[config.mk]
export PLATFORM = sky130hd
export DESIGN_NAME = qmult_mac
export DESIGN_NICKNAME = d
export VERILOG_FILES = /design/src/rtl/qmult_mac.sv
export SDC_FILE = /design/constraint.sdc
export NUM_CORES = 2
export LEC_CHECK = 0
export ABC_AREA = 1
export ABC_CLOCK_PERIOD_IN_PS = 12700
export BUFFER_PORTS_ARGS = -buffer_cell sky130_fd_sc_hd__buf_2
export CAP_MARGIN = 15
export CORE_ASPECT_RATIO = 1.4
export CORE_UTILIZATION = 55
export CTS_BUF_LIST = sky130_fd_sc_hd__clkbuf_8
export CTS_CLUSTER_SIZE = 20
export DETAILED_ROUTE_END_ITERATION = 8
export GPL_ROUTABILITY_DRIVEN = 0
export HOLD_SLACK_MARGIN = 0.15
export PLACE_DENSITY_LB_ADDON = 0.1
export SYNTH_ARGS = -nofsm -noshare
export SYNTH_HDL_FRONTEND = slang
export SYNTH_SLANG_ARGS = --single-unit
[constraint.sdc]
create_clock -name clk -period 12.7 [get_ports clk]
set_input_delay 1.905 -clock clk [delete_from_list [all_inputs] [get_ports clk]]
set_output_delay 1.905 -clock clk [all_outputs]
set_load 0.005 [all_outputs]
[src/rtl/qmult_mac.sv]
// Pipelined sign-magnitude Q(N,Q) multiplier / multiply-accumulate.
// Three register stages (multiply, scale, output/accumulate) under a single valid/ready stall.
module qmult_mac #(
  parameter int N     = 32,
  parameter int Q     = 15,
  parameter int ROUND = 0,
  parameter int G     = 8
) (
  input  logic         clk,
  input  logic         rst,
  input  logic         in_valid,
  output logic         in_ready,
  input  logic [N-1:0] in_a,
  input  logic [N-1:0] in_b,
  input  logic         in_mode,
  input  logic         in_first,
  input  logic         in_last,
  output logic         out_valid,
  input  logic         out_ready,
  output logic [N-1:0] out_data,
  output logic         out_ovr
);
  localparam int PW = 2*N-2;
  localparam int AW = N+G;
  localparam logic [PW:0]          MAXM_P = {{N{1'b0}}, {(N-1){1'b1}}};
  localparam logic [PW:0]          RND    = (ROUND != 0) ? ({{PW{1'b0}}, 1'b1} << (Q-1)) : '0;
  localparam logic [AW-1:0]        MAXM_A = {{(G+1){1'b0}}, {(N-1){1'b1}}};
  localparam logic signed [AW:0]   SMAX   = {2'b00, {(AW-1){1'b1}}};
  localparam logic signed [AW:0]   SMIN   = -SMAX;

  logic advance;
  logic out_valid_q;
  assign advance  = !(out_valid_q && !out_ready);
  assign in_ready = advance;

  // S1: magnitude product
  logic          v1_q, sgn1_q, mode1_q, first1_q, last1_q;
  logic [PW-1:0] prod1_q, prod1_d;
  assign prod1_d = PW'(in_a[N-2:0]) * PW'(in_b[N-2:0]);

  always_ff @(posedge clk or posedge rst) begin
    if (rst) begin
      v1_q     <= 1'b0;
      prod1_q  <= '0;
      sgn1_q   <= 1'b0;
      mode1_q  <= 1'b0;
      first1_q <= 1'b0;
      last1_q  <= 1'b0;
    end else if (advance) begin
      v1_q     <= in_valid;
      prod1_q  <= prod1_d;
      sgn1_q   <= in_a[N-1] ^ in_b[N-1];
      mode1_q  <= in_mode;
      first1_q <= in_first;
      last1_q  <= in_last;
    end
  end

  // S2: round, shift, clamp, convert to two's complement
  logic [PW:0]   rnd2_d, shf2_d;
  logic          ovr2_d;
  logic [N-2:0]  mag2_d;
  logic [AW-1:0] ext2_d, val2_d;
  assign rnd2_d = {1'b0, prod1_q} + RND;
  assign shf2_d = rnd2_d >> Q;
  assign ovr2_d = shf2_d > MAXM_P;
  assign mag2_d = ovr2_d ? {(N-1){1'b1}} : shf2_d[N-2:0];
  assign ext2_d = {{(G+1){1'b0}}, mag2_d};
  assign val2_d = sgn1_q ? -ext2_d : ext2_d;

  logic                 v2_q, ovr2_q, mode2_q, first2_q, last2_q;
  logic signed [AW-1:0] val2_q;

  always_ff @(posedge clk or posedge rst) begin
    if (rst) begin
      v2_q     <= 1'b0;
      val2_q   <= '0;
      ovr2_q   <= 1'b0;
      mode2_q  <= 1'b0;
      first2_q <= 1'b0;
      last2_q  <= 1'b0;
    end else if (advance) begin
      v2_q     <= v1_q;
      val2_q   <= val2_d;
      ovr2_q   <= ovr2_d;
      mode2_q  <= mode1_q;
      first2_q <= first1_q;
      last2_q  <= last1_q;
    end
  end

  // S3: accumulate with saturation, then back to sign-magnitude
  logic signed [AW-1:0] acc_q, acc_d, base_d;
  logic signed [AW:0]   sum_d;
  logic                 stk_q, stk_d, sat_d;
  logic [AW-1:0]        res_d, rmag_d;
  logic                 rneg_d, clamp_d, emit_d, ovr_d;
  logic [N-1:0]         data_d, out_data_q;
  logic                 out_ovr_q;

  assign base_d  = first2_q ? '0 : acc_q;
  assign sum_d   = {base_d[AW-1], base_d} + {val2_q[AW-1], val2_q};
  assign sat_d   = (sum_d > SMAX) || (sum_d < SMIN);
  assign acc_d   = (sum_d > SMAX) ? SMAX[AW-1:0] :
                   (sum_d < SMIN) ? SMIN[AW-1:0] : sum_d[AW-1:0];
  assign stk_d   = (first2_q ? 1'b0 : stk_q) | ovr2_q | sat_d;
  assign res_d   = mode2_q ? acc_d : val2_q;
  assign rneg_d  = res_d[AW-1];
  assign rmag_d  = rneg_d ? -res_d : res_d;
  assign clamp_d = rmag_d > MAXM_A;
  // Two's complement zero has a clear sign bit, so no negative zero can leave here.
  assign data_d  = clamp_d ? {rneg_d, {(N-1){1'b1}}} : {rneg_d, rmag_d[N-2:0]};
  assign ovr_d   = mode2_q ? (clamp_d | stk_d) : ovr2_q;
  assign emit_d  = v2_q && (!mode2_q || last2_q);

  always_ff @(posedge clk or posedge rst) begin
    if (rst) begin
      out_valid_q <= 1'b0;
      out_data_q  <= '0;
      out_ovr_q   <= 1'b0;
      acc_q       <= '0;
      stk_q       <= 1'b0;
    end else if (advance) begin
      out_valid_q <= emit_d;
      if (emit_d) begin
        out_data_q <= data_d;
        out_ovr_q  <= ovr_d;
      end
      if (v2_q && mode2_q) begin
        acc_q <= acc_d;
        stk_q <= stk_d;
      end
    end
  end

  assign out_valid = out_valid_q;
  assign out_data  = out_data_q;
  assign out_ovr   = out_ovr_q;
endmodule

==> impl_metrics.csv <==
group,metric,value,unit
synth,synthCells,5988,
floorplanning,die-area,81670,um^2
global_routing,antenna_found_initial,6,
floorplanning,start_util,55.79,%
synth,async_flop_share,100.0,%
synth,synth_edf_count,0,
synth,synth_cell_types,49,
run,maxCapViolations,0,
global_routing,grt_max_degree,102,
worst_setup_path,start_kind,"primary input",
sta,max_freq,103.8,MHz
routing,vias_per_cell,5.469,
global_routing,grt_pass1_wl,219.2,mm
worst_setup_path,crit_path_max_fanout,31,
routing,final_antenna_net_count,0,
synth,yosysSeqAreaShare,9.719,%
worst_setup_path,path_class,"in2reg",
routing,num_vias,37960,
sta,worst_slack,3068,ps
synth,ys_seq_elements,172,
routing,drt-initial-drc-count,2404,
worst_setup_path,reg2regPathDepth,40,
sta,fin_skew,23.52,ps
worst_setup_path,slowest_stage,"buf_2",
cells_and_area,fin_nets,7075,
cells_and_area,layout-drive-gt1-share,5.114,%
synth,synthFlopType,"dfrtp_1",
synth,syn_avg_cell_area,7.395,um^2
sta,final_max_slew_viol_count,0,
synth,synth_fp_nets,7190,
min_path,holdPathStages,2,
floorplanning,core.rowCount,122,
worst_setup_path,cp_data_arrival_time,10000,ps
synth,yosysWarnings,0,
worst_setup_path,required,13070,ps
run_status,status,"completed",
cells_and_area,multi_input_area,33430,um^2
synth,synthesis.area,44280,um^2
cts,numCtsBuffers,17,
cells_and_area,final-seq-area,4305,um^2
cts,ctsResizeCount,0,
placement,post-place-ws,2634,ps
min_path,hold_path.class,"reg2reg",
placement,portBuffers,105,
worst_setup_path,path_buf_inv,9,
sta,final.period_utilization,75.84,%
routing,post_drt_wl_per_cell,20.23,um
cts,clk_pin_slew,110,ps
cts,hold_buffers,0,
sta,slew_headroom,32.76,%
worst_setup_path,cp_num_cells,34,
placement,place_hpwl,107.4,mm
sta,fin_crit,9632,ps
cts,cts_tree,"yes",
global_routing,grt.total_usage,35.39,%
cts,cts.path.max_buffers,2,
sta,worstMarginPinSlew,1009,ps
sta,hold_viol,0,
worst_setup_path,end_kind,"flip-flop",
global_routing,grt_pass1_vias,39460,
routing,wl,140.4,mm
cts,h-tree-depth,4,
cells_and_area,post_layout_nonfiller_instances,6941,
placement,dp_cells,6908,
cts,worstSkewPairLatency,520,ps
worst_setup_path,slowest_delay,680,ps
floorplanning,coreArea,79380,um^2
cts,cts_sinks,172,
sta,fin_setup_tns,0,ps
floorplanning,die_w,241.8,um
floorplanning,die_y,337.7,um
cells_and_area,fillCellCount,7745,
routing,firstDrtPassIters,9,
cts,clock-root-buffer,"clkbuf_8",
sta,rsz0062_at_grt,"no",
floorplanning,pin_count,106,
cells_and_area,syn2layout_area_growth,3.114,%
cts,post_cts_buffers,0,
routing,drc,0,
global_routing,grt_overflow,0,
sta,setup_viol,0,
worst_setup_path,cpLargestDelayFamily,"adder cells",
==> worst register-to-register path, delay by kind of cell (launching register included) <==
kind | cells | cell delay (ps)
adder cells (fa/ha/maj) | 3 | 920
XOR/XNOR | 1 | 160
buffers and inverters | 3 | 570
AND/OR/NAND/NOR | 33 | 5090
flip-flops | 1 | 370
==> synth_stat cells, drive strengths merged (2+ instances only) <==
master,number,area (um^2)
a21boi,16,120.1
a21o,7,52.55
a21oi,149,764.5
a31o,7,61.31
a31oi,34,212.7
and2,4,25.02
buf,27,161.4
clkbuf,231,867.1
dfrtp,172,4304
fa,837,16760
ha,294,3679
inv,1474,5533
nand2,1788,6756
nand3,196,1051
nand3b,4,30.03
nand4,26,162.7
nor2,328,1284
nor3,25,140.1
nor4,9,56.30
o2111ai,4,35.03
o211ai,7,52.55
o21a,7,52.55
o21ai,188,959.7
o21bai,6,45.04
o311ai,2,17.52
o31ai,3,22.52
or2,65,406.6
xnor2,31,271.5
xor2,42,367.9
==> layout by cell type (no fill, tap or decap), types with 105 or more instances in the layout <==
cell        n
a21oi_1   144
inv_1    1460
o21ai_0   174
nand2_1  1772
buf_2     105
nor2_1    312
dfrtp_1   171
nand3_1   182
fa_1      837
ha_1      294
==> metrics by stage <==
| stage | hold slack [ps] | utilization, % | instance area [um^2] |
|---|---|---|---|
| 2_1_floorplan | 441.5 | - | 44280 |
| 3_5_place_dp | 459.7 | 57.03 | 45260 |
| 3_3_place_gp | 459.6 | 57.03 | 45260 |
| 6_report | 484.2 | 57.53 | 45660 |
| 4_1_cts | 490.3 | 57.52 | 45660 |
| 5_1_grt | 509.5 | 57.53 | 45660 |
==> area by class of cell <==
| type | instances | share of cell area, % |
|---|---|---|
| multi-input cells | 4083 | 73.21 |
| clock buffers | 18 | 0.5425 |
| repair buffers | 124 | 1.463 |
| inverters | 1475 | 12.14 |
| diodes | 1 | 0.005480 |
| flip-flops and latches | 172 | 9.429 |
| clock inverters | 14 | 0.3233 |
| well taps | 1054 | 2.888 |
==> cells by family after synthesis <==
logic type / Yosys count / synth area share, %
and+or+nand+nor: 2446 / 22.40
AOI/OAI and AO/OA: 433 / 5.470
DFF: 172 / 9.719
adders and majority gates: 1131 / 46.14
buffers and inverters: 1733 / 14.82
xor gates and xnor gates: 73 / 1.444
==> path summary, 6_finish.rpt <==
| kind | end | startpoint | slack, ps |
|---|---|---|---|
| max reg2reg | out_ovr$_DFFE_PP0P_ | first2_q$_DFFE_PP0N_ | 5490 |
| max | prod1_q[58]$_DFFE_PP0N_ | in_a[16] | 3070 |
| min | out_data[29]$_DFFE_PP0P_ | out_data[29]$_DFFE_PP0P_ | 480 |
| max in group asynchronous | acc_q[10]$_DFFE_PP0P_ | rst | 9290 |
| min in group asynchronous | out_data[13]$_DFFE_PP0P_ | rst | 1430 |
| min reg2reg | out_data[29]$_DFFE_PP0P_ | out_data[29]$_DFFE_PP0P_ | 480 |
==> sequential cells by signal, summed over array words and instances (netlist names), 32 cells and up <==
name      flops
acc_q        40
out_data     32
prod1_q      47
val2_q       40
==> per-layer routing <==
metal | GRT usage, % | vias up | share of wire [%]
met3 | 4.954 | 507 | 6.8
met2 | 62.60 | 1583 | 50
met5 | 0 | - | 0.039
met4 | 25.11 | 10 | 8.2
met1 | 39.32 | 18650 | 35
li1 | - | 17210 | -
Power is not shown: default switching activity piles up to over one toggle a cycle in this logic, so the estimate is an artifact.
